`config.mk`:
```
export PLATFORM = sky130hd
export DESIGN_NAME = machine_timer
export DESIGN_NICKNAME = d
export VERILOG_FILES = /design/src/rtl/machine_timer.sv
export SDC_FILE = /design/constraint.sdc
export NUM_CORES = 1
export LEC_CHECK = 0
export BUFFER_PORTS_ARGS = -buffer_cell sky130_fd_sc_hd__buf_2
export CORE_ASPECT_RATIO = 1.4
export CORE_MARGIN = 3
export CORE_UTILIZATION = 35
export CTS_BUF_LIST = sky130_fd_sc_hd__clkbuf_8
export DETAILED_ROUTE_END_ITERATION = 8
export MAX_ROUTING_LAYER = met4
export SLEW_MARGIN = 20
export SYNTH_ARGS = -nofsm -noshare
export SYNTH_HDL_FRONTEND = slang
export SYNTH_SLANG_ARGS = --single-unit
```
`constraint.sdc`:
```
create_clock -name clk -period 1.95 [get_ports clk]
set_input_delay 0.0975 -clock clk [delete_from_list [all_inputs] [get_ports clk]]
set_output_delay 0.0975 -clock clk [all_outputs]
set_load 0.05 [all_outputs]
```
`src/rtl/machine_timer.sv`:
```
// Machine-mode timer (mtime/mtimecmp/msip) with a fixed one-cycle bus ack; no backpressure.
// Latency: reads/writes ack one cycle after i_req. Define MTIMER_PRESCALER_EN to tick every PRESCALE clocks.
module machine_timer #(
    parameter int XLEN     = 32,
    parameter int PRESCALE = 1
) (
    input  logic            clk,
    input  logic            reset,
    input  logic            i_req,
    input  logic            i_we,
    input  logic [2:0]      i_addr,
    input  logic [XLEN-1:0] i_wdata,
    output logic [XLEN-1:0] o_rdata,
    output logic            o_ack,
    output logic            o_timer_int,
    output logic            o_software_int,
    output logic [63:0]     o_mtime
);
    localparam logic [2:0] A_MSIP   = 3'd0;
    localparam logic [2:0] A_CMP_LO = 3'd2;
    localparam logic [2:0] A_CMP_HI = 3'd3;
    localparam logic [2:0] A_MT_LO  = 3'd4;
    localparam logic [2:0] A_MT_HI  = 3'd5;

    logic [63:0]     mtime_q, mtime_d;
    logic [63:0]     mtimecmp_q, mtimecmp_d;
    logic [31:0]     shadow_q, shadow_d;
    logic [XLEN-1:0] rdata_q, rdata_d;
    logic            msip_q, msip_d;
    logic            ack_q, ack_d;
    logic            tint_q, tint_d;
    logic            tick;
    logic            wr;
    logic            rd;
    logic            mtime_wr;

    assign wr       = i_req & i_we;
    assign rd       = i_req & ~i_we;
    assign mtime_wr = wr & ((i_addr == A_MT_LO) | (i_addr == A_MT_HI));

`ifdef MTIMER_PRESCALER_EN
    localparam logic [15:0] PRESC_LAST = 16'(PRESCALE - 1);

    logic [15:0] presc_q, presc_d;

    assign tick = (presc_q == PRESC_LAST);

    // An mtime write restarts the prescale phase so software sees a full period.
    always_comb begin
        presc_d = presc_q + 16'd1;
        if (tick || mtime_wr) begin
            presc_d = '0;
        end
    end

    always_ff @(posedge clk) begin
        if (!reset) begin
            presc_q <= '0;
        end else begin
            presc_q <= presc_d;
        end
    end
`else
    assign tick = 1'b1;
`endif

    always_comb begin
        mtime_d    = tick ? mtime_q + 64'd1 : mtime_q;
        mtimecmp_d = mtimecmp_q;
        msip_d     = msip_q;
        shadow_d   = shadow_q;
        rdata_d    = '0;
        ack_d      = i_req;
        tint_d     = (mtime_q >= mtimecmp_q);

        if (wr) begin
            case (i_addr)
                A_MSIP:   msip_d            = i_wdata[0];
                A_CMP_LO: mtimecmp_d[31:0]  = i_wdata;
                A_CMP_HI: mtimecmp_d[63:32] = i_wdata;
                A_MT_LO:  mtime_d           = {mtime_q[63:32], i_wdata};
                A_MT_HI:  mtime_d           = {i_wdata, mtime_q[31:0]};
                default:  ;
            endcase
        end

        // A LO read freezes the upper half so a following HI read is carry-consistent.
        if (rd) begin
            case (i_addr)
                A_MSIP:   rdata_d = {{(XLEN-1){1'b0}}, msip_q};
                A_CMP_LO: rdata_d = mtimecmp_q[31:0];
                A_CMP_HI: rdata_d = mtimecmp_q[63:32];
                A_MT_LO: begin
                    rdata_d  = mtime_q[31:0];
                    shadow_d = mtime_q[63:32];
                end
                A_MT_HI:  rdata_d = shadow_q;
                default:  rdata_d = '0;
            endcase
        end
    end

    always_ff @(posedge clk) begin
        if (!reset) begin
            mtime_q    <= '0;
            mtimecmp_q <= '1;
            msip_q     <= 1'b0;
            shadow_q   <= '0;
            rdata_q    <= '0;
            ack_q      <= 1'b0;
            tint_q     <= 1'b0;
        end else begin
            mtime_q    <= mtime_d;
            mtimecmp_q <= mtimecmp_d;
            msip_q     <= msip_d;
            shadow_q   <= shadow_d;
            rdata_q    <= rdata_d;
            ack_q      <= ack_d;
            tint_q     <= tint_d;
        end
    end

    // An in-flight ack is dropped as soon as reset is seen, not just at the next edge.
    assign o_ack          = ack_q & reset;
    assign o_rdata        = reset ? rdata_q : '0;
    assign o_timer_int    = tint_q;
    assign o_software_int = msip_q;
    assign o_mtime        = mtime_q;

endmodule

```
== Word level (Yosys, flattened, before mapping) ==
Cells that the tools add are included.
Operators by class
  $add $sub $neg: 1
  order comparisons: 1
  equality and inequality tests: 6
  muxes and demuxes: 4
  bitwise gates (word level): 4
  reductions and logical operators: 6
Operators by type and width (count)
  32-bit case mux with 5 select lines: 1
  64-bit case mux with 2 select lines: 1
  64-bit by 1-bit adder with 64-bit output, second input constant: 1
  64-bit greater-or-equal comparator: 1
  64-bit 2-to-1 mux: 1
  32-bit 2-to-1 mux: 1
  2-bit AND reduction: 5
  3-bit by 2-bit == test with 1-bit output, second input constant: 2
  3-bit == test, second input constant: 2
  2-bit != test, second input constant: 2
  1-bit AND: 3
  3-bit zero test: 1
  1-bit inverter: 1
Storage, ports and cells
  flip-flop bits (word level): 195
  input port bits: 39
  output and inout port bits: 99
  logic and storage cells: 31

== Depth between registers and ports, before layout ==
Gate-level depths: netlist (run 1).
  depth after elaboration: 3
  depth in mapped cells: 9
  gate-level depth less buffers: 8

== Worst setup path after synthesis (run 1) ==
Ideal clock, no wire load.
  path type: reg2reg
  start: register mtime_q[0], in the netlist o_mtime[0]
  end: register tint_q, in the netlist o_timer_int
  setup time: 0.122 ns
  data arrival time: 2.321 ns
  required time: 1.828 ns
  slack: -0.493 ns
  stages on the path, launching flop included: 9
  path buffers: 0
  period minus slack after synthesis: 2.443 ns
  cell sequence: dfxtp_1 inv_1 ha_1 nand2b_1 a2111oi_0 o32ai_1 or4_1 a31oi_1 o31ai_1
Between the ends
  word-level cells in the longest chain between the ends: 1
Ends and longest elaborated chain
  start: declaration: RTL line 25  | logic [63:0] mtime_q, mtime_d;
  start signal: assignment: RTL line 113  | mtime_q <= mtime_d;
  64-bit greater-or-equal comparator: RTL line 74  | tint_d = (mtime_q >= mtimecmp_q);
  end signal: assignment: RTL line 119  | tint_q <= tint_d;
  end: declaration: RTL line 31  | logic tint_q, tint_d;
No other way between the ends.
A chain may end at the register's enable or synchronous reset.

== Final worst setup path (run 1) ==
  start: register mtimecmp_q[13]
  end: register tint_q, in the netlist o_timer_int
Between the ends
  word-level cells in the longest chain between the ends: 1
Ends and longest elaborated chain
  start: declaration: RTL line 26  | logic [63:0] mtimecmp_q, mtimecmp_d;
  start signal: assignment: RTL line 114  | mtimecmp_q <= mtimecmp_d;
  64-bit greater-or-equal comparator: RTL line 74
No other way between the ends.

==> results of run 1 <==
[logic make-up after synthesis]
kind of cell,share of synthesized area [%]
flops,37.06
fa+ha+maj,7.721
xor+xnor,1.746
buf+inv,6.224
compound gates,23.36
simple gates,20.95
mux,2.934
[layer usage]
| layer | GRT usage [%] | routed length [microns] |
|---|---|---|
| met5 | - | 0 |
| met4 | 10.05 | 1474 |
| met1 | 27.54 | 15220 |
| met3 | 3.259 | 1774 |
| met2 | 43.03 | 20300 |
[worst max path at each step]
| stage | start | endpoint | cells after the start |
|---|---|---|---|
| finish | mtimecmp_q[13] | o_timer_int | 8 |
| global route | o_mtime[8] | o_timer_int | 8 |
| CTS | o_mtime[8] | o_timer_int | 8 |
| detailed placement | o_mtime[25] | o_timer_int | 8 |
| global placement | mtimecmp_q[59] | o_timer_int | 8 |
| floorplan | o_mtime[0] | o_timer_int | 8 |
[worst register-to-register path, stage by stage, from the launching register on]
cell and delay [ns]:
dfxtp_2 0.35, inv_1 0.06, ha_1 0.29, a21o_1 0.18
a21oi_1 0.24, o32ai_2 0.12, or4_4 0.44, a31oi_1 0.21
o31ai_1 0.08
[layout by cell type (no fill, tap or decap), types with 8 or more instances in the layout]
| cell | instances |
|---|---|
| dfxtp_2 | 25 |
| a22oi_1 | 68 |
| buf_12 | 12 |
| a211oi_1 | 13 |
| nand3_1 | 29 |
| a21oi_1 | 122 |
| o211ai_1 | 67 |
| dlygate4sd3_1 | 34 |
| mux2i_1 | 14 |
| ha_1 | 60 |
| and3_1 | 14 |
| nand4_1 | 25 |
| mux2_2 | 15 |
| clkbuf_8 | 18 |
| inv_1 | 73 |
| nor2_1 | 49 |
| o21ai_0 | 47 |
| and2_1 | 38 |
| nor2_2 | 9 |
| buf_2 | 136 |
| nor4_4 | 8 |
| dfxtp_1 | 135 |
| buf_4 | 159 |
| nor3_1 | 18 |
| dfxtp_4 | 35 |
| nand2_1 | 182 |
| xnor2_1 | 20 |
[through the flow]
step	setup WS [ns]	hold slack, ns	TNS, ns	instances
CTS	-0.1510	0.02240	-0.1607	1951
finish	-0.1325	0.05474	-0.1964	1956
floorplan	-0.05240	0.2232	-0.05240	1288
detailed placement	-0.2289	0.3829	-0.2902	1883
global route	-0.2126	0.06886	-1.032	1956
global placement	-0.1615	0.3801	-0.1615	1883
[where the power goes]
group / total (mW) / internal [mW] / leakage, nW / switching (mW)
Combinational: 1.04 / 0.383 / 4.54 / 0.655
Sequential: 4.07 / 4.02 / 1.62 / 0.0519
Clock: 2.66 / 1.06 / 0.191 / 1.60
[state kept, by name, indices dropped and copies added (netlist names)]
name	cells
rdata_q	32
o_timer_int	1
o_software_int	1
shadow_q	32
mtimecmp_q	64
o_mtime	64
ack_q	1
[cell type report]
type                    count  area, sq um
clock buffers              18        247.7
clock inverters            14        132.6
fillers                  2945        15390
inverters                  73        274.0
multi-input cells         930         6345
flip-flops and latches    195         4066
well taps                 380        475.5
repair buffers            346         2515
[repair_timing]
item	4_1_cts	5_1_grt
setup buffers	2	5
endpoints found under the hold margin	115	0
resized for setup	17	46
setup endpoints to repair	13	38
hold buffers	34	0
pin swaps	6	15
cloned	0	0
==> qor.csv, run 1 <==
metric,value,unit
syn_to_final_growth,33.44,%
critPathRequiredTime,2.36,ns
setup_viol_count_final,5,
postSynthCellCount,1288,
ys_async_sr_fraction,0,%
slowest_delay,0.44,ns
path_buf_inv,1,
rows,74,
pin_count,138,
pwr_density_cell,552.6,nW/um^2
period_needed,2.082,ns
vdd_drop_max,0.4337,mV
r2r_end,o_timer_int,
diodes,0,
drv_cap,0,
path_cells,inv_1 -> ha_1 -> a21o_1 -> a21oi_1 -> o32ai_2 -> or4_4 -> a31oi_1 -> o31ai_1,
nets,1667,
die_area,32240,sq um
clock_skew,0.01461,ns
power,7.767,mW
ant_nets,0,
critPathTopFamily,compound AO/OA/AOI/OAI gates,
core_area,29440,sq um
hold_end,o_software_int,
ys.warnings.count,0,
finalMaxSlewViolations,0,
synthesis.nets,1392,
yosysTopAreaCell,dfxtp_1,
holdPathStages,5,
failed_checks,negative setup slack,
critical_path_class,reg -> reg,
vias,10830,
post-route-period-util,106.8,%
h-tree-depth,4,
start_util,35.78,%
grt_max_degree,71,
synthTopCellsByCount,"dfxtp_1 (195), nand2_1 (182), a21oi_1 (122)",
worstSkewPairLatency,0.52,ns
place_area,12970,sq um
dp_hpwl,28530,microns
synth_edf_count,0,
tightestPinTransition,0.5988,ns
gr-total-overflow,0,
wl_per_cell,19.82,microns
path_max_fanout,2,
synth_top_area_share,37.06,%
r2r_slack,-0.13,ns
total_leakage_power,6.342,nW
clock-sinks,195,
fin_util,47.74,%
syn-mean-instance-area,8.178,sq um
die_w,152.6,microns
cts.clk_slew.worst_paths,0.10,ns
yosysUniqueCellTypes,66,
antenna_found_initial,0,
final_area,14060,sq um
crit_slowest_cell,or4_4,
grt_pass1_vias,10680,
synth.most_common_cell,dfxtp_1,
hold_viol_final,0,
track_usage,24.26,%
numCtsBuffers,17,
timing.final.ws_setup,-0.1325,ns
gp_congestion,0.9061,
cts_tree,built,
drtIter0Drc,716,
die_h,211.3,microns
grt_pass1_wl,60170,microns
arrival,2.49,ns
clk_path_buf_depth,2,
status,"complete, but fails checks",
numPortBuffers,137,
ys_ff_latch,195,
hold_start,i_addr[1],
drive_above_1_share,31.41,%
drc_errors,0,
ff2ff_path_depth,8,
wirelength,38770,microns
fmax,480.2,MHz
seq_area_frac_synth,37.06,%
hold_path_class,in -> reg,
clockRootBuffer,clkbuf_8,
avgViaCountPerCell,5.535,
rsz0062_at_grt,true,
syn_area,10530,sq um
synth_area_leaders,"dfxtp_1 (37%), ha_1 (7.7%), nand2_1 (6.5%)",
worst_setup_path_end_kind,register,
firstDrtPassIters,6,
relSlewSlack,59.99,%
start_kind,register,
synth-main-ff-cell,dfxtp_1,
r2r_start,mtimecmp_q[13],
Power figures use the tool's default switching activity.
==> inputs of run 2 (changes only) <==
- CORE_MARGIN: 3 -> 2
==> run 2 against run 1 <==
Against the previous run: clock skew increased by 0.0091 ns; first-iteration DRC count increased by 6.0%; worst setup slack improved by 0.0079 ns; the flow still finishes with violations (negative setup slack); sequential share of layout area decreased by 0.27 points; highest routed layer unchanged; sequential power hardly changed; maximum frequency grew 0.38%; largest power group unchanged; via count up 0.54%; final area rose by 0.93%.
==> qor.csv, run 2 (same netlist as run 1, synthesis figures left out) <==
metric,value,unit,change
pin_count,138,,unchanged
placed_cells,1894,,was 1883
arrival,2.48,ns,was 2.49 ns
hold_viol_final,0,,unchanged
holdPathStages,5,,unchanged
grt_pass1_vias,10560,,was 10680
ant_nets,0,,unchanged
path_cells,inv_1 -> ha_1 -> a2111oi_4 -> o32ai_1 -> or4_1 -> a31oi_1 -> o31ai_1,,was inv_1 -> ha_1 -> a21o_1 -> a21oi_1 -> o32ai_2 -> or4_4 -> a31oi_1 -> o31ai_1
p_seq_share,51.5,%,was 52.5%
core_area,29840,sq um,was 29440 sq um
drv_cap,0,,unchanged
clkPwrFrac,35.2,%,was 34.2%
numCtsBuffers,17,,unchanged
intPower,5.612,mW,was 5.466 mW
syn_to_final_growth,34.67,%,was 33.44%
die_h,209.3,microns,was 211.3 microns
setup_viol_count_final,1,,was 5
drive_above_1_share,31.88,%,was 31.41%
combPwrFrac,13.3,%,was 13.4%
gr-total-overflow,0,,unchanged
relSlewSlack,60.36,%,was 59.99%
diodes,0,,unchanged
fmax,482.0,MHz,was 480.2 MHz
timing.final.ws_setup,-0.1246,ns,was -0.1325 ns
path_max_fanout,2,,unchanged
final_cell_mix,"nand2_1 (182), buf_4 (160), dfxtp_1 (136), buf_2 (136), a21oi_1 (121)",,"was nand2_1 (182), buf_4 (159), buf_2 (136)"
die_w,150.6,microns,was 152.6 microns
start_util,35.30,%,was 35.78%
final_area,14190,sq um,was 14060 sq um
gp_congestion,0.9124,,was 0.9061
avgViaCountPerCell,5.537,,was 5.535
drtIter0Drc,759,,was 716
clock_skew,0.02368,ns,was 0.01461 ns
clock-sinks,195,,unchanged
switching_share,29.18,%,was 29.63%
post-route-period-util,106.4,%,was 106.8%
critPathRequiredTime,2.36,ns,about the same
rsz0062_at_grt,true,,unchanged
clockRootBuffer,clkbuf_8,,unchanged
rows,75,,was 74
layout_commonest_cell,nand2_1,,unchanged
track_usage,25.29,%,was 24.26%
p_sw,2.312,mW,was 2.302 mW
numPortBuffers,137,,unchanged
critical_path_class,reg -> reg,,unchanged
antenna_found_initial,0,,unchanged
fin_cells,1966,,was 1956
tightestPinTransition,0.5932,ns,was 0.5988 ns
drc_errors,0,,unchanged
h-tree-depth,4,,unchanged
crit_slowest_cell,or4_1,,was or4_4
worstSkewPairLatency,0.53,ns,was 0.52 ns
place_area,13010,sq um,was 12970 sq um
period_needed,2.075,ns,was 2.082 ns
pwr_density_cell,558.5,nW/um^2,was 552.6 nW/um^2
clk_path_buf_depth,2,,unchanged
wirelength,38650,microns,was 38770 microns
vdd_drop_max,0.4518,mV,was 0.4337 mV
setup_tns,-0.1246,ns,was -0.1964 ns
cts_tree,built,,unchanged
hold_path_class,in -> reg,,unchanged
slowest_delay,0.46,ns,was 0.44 ns
total_leakage_power,6.396,nW,was 6.342 nW
dp_hpwl,28550,microns,was 28530 microns
fillers,2924,,was 2945
grt_pass1_wl,59470,microns,was 60170 microns
worst_setup_path_end_kind,register,,unchanged
die_area,31520,sq um,was 32240 sq um
nets,1672,,was 1667
vias,10890,,was 10830
cts.clk_slew.worst_paths,0.12,ns,was 0.10 ns
wl_per_cell,19.66,microns,was 19.82 microns
start_kind,register,,unchanged
status,"complete, but fails checks",,unchanged
firstDrtPassIters,5,,was 6
grt_max_degree,65,,was 71
finalMaxSlewViolations,0,,unchanged
ff2ff_path_depth,7,,was 8
failed_checks,negative setup slack,,unchanged
## run 2: path summary, 6_finish.rpt
check	start	endpoint	slack, ns
hold / removal	i_addr[1]	o_software_int	0.08
setup / recovery	mtimecmp_q[1]	o_timer_int	-0.12
setup reg to reg	mtimecmp_q[1]	o_timer_int	-0.12
hold reg to reg	shadow_q[18]	shadow_q[18]	0.46
## run 2: power by group through the flow
stage               Sequential [mW]  Combinational [mW]  Clock [mW]
floorplan                      4.30               0.423           0
detailed placement             4.17               0.982           0
finish                         4.08                1.06        2.79
global route                   4.09                1.13        3.01
global placement               4.16               0.975           0
CTS                            4.08                1.04        2.86
## run 2: area by class of cell
type                            instances  area, sq um  area share [%]
Tap cell                              385        481.7           3.396
Inverter                               73        274.0           1.932
Multi-Input combinational cell        930         6411           45.19
Timing Repair Buffer                  351         2554           18.00
Sequential cell                       195         4065           28.66
Clock buffer                           18        247.7           1.746
Clock inverter                         14        152.6           1.076
## run 2: metrics by stage
| step | power [mW] | utilization [%] | hold WS [ns] | setup slack (ns) |
|---|---|---|---|---|
| 6_report | 7.924 | 47.54 | 0.07947 | -0.1246 |
| 5_1_grt | 8.234 | 47.54 | 0.1034 | -0.2033 |
| 4_1_cts | 7.980 | 46.43 | 0.03295 | -0.1026 |
| 3_5_place_dp | 5.150 | 43.59 | 0.3880 | -0.1616 |
| 3_3_place_gp | 5.140 | 43.59 | 0.3824 | -0.1585 |
| 2_1_floorplan | 4.723 | - | 0.2232 | -0.05240 |
## run 2: critical path, delay by kind of cell (launching register included)
kind,cells,cell delay [ns]
DFF,1,0.37
and+or+nand+nor,1,0.46
buffers and inverters,1,0.07
adders and majority gates,1,0.31
AOI/OAI and AO/OA,4,0.75
## run 2: timing repair
item                                    4_1_cts  5_1_grt
resized for setup                            13       61
cloned                                        0        0
buffers inserted                              3        2
endpoints found under the setup margin       14       37
pin swaps                                     5       18
hold endpoints to repair                    114        0
hold buffers                                 35        0
## run 2: metal layers
layer | global-route usage [%] | part of all wire, % | vias up | wire (microns)
li1 | - | - | 5218 | -
met1 | 28.95 | 41 | 5265 | 15740
met2 | 43.76 | 51 | 322 | 19790
met3 | 3.978 | 4.1 | 80 | 1585
met4 | 10.25 | 4.0 | 0 | 1530
met5 | - | 0 | - | 0
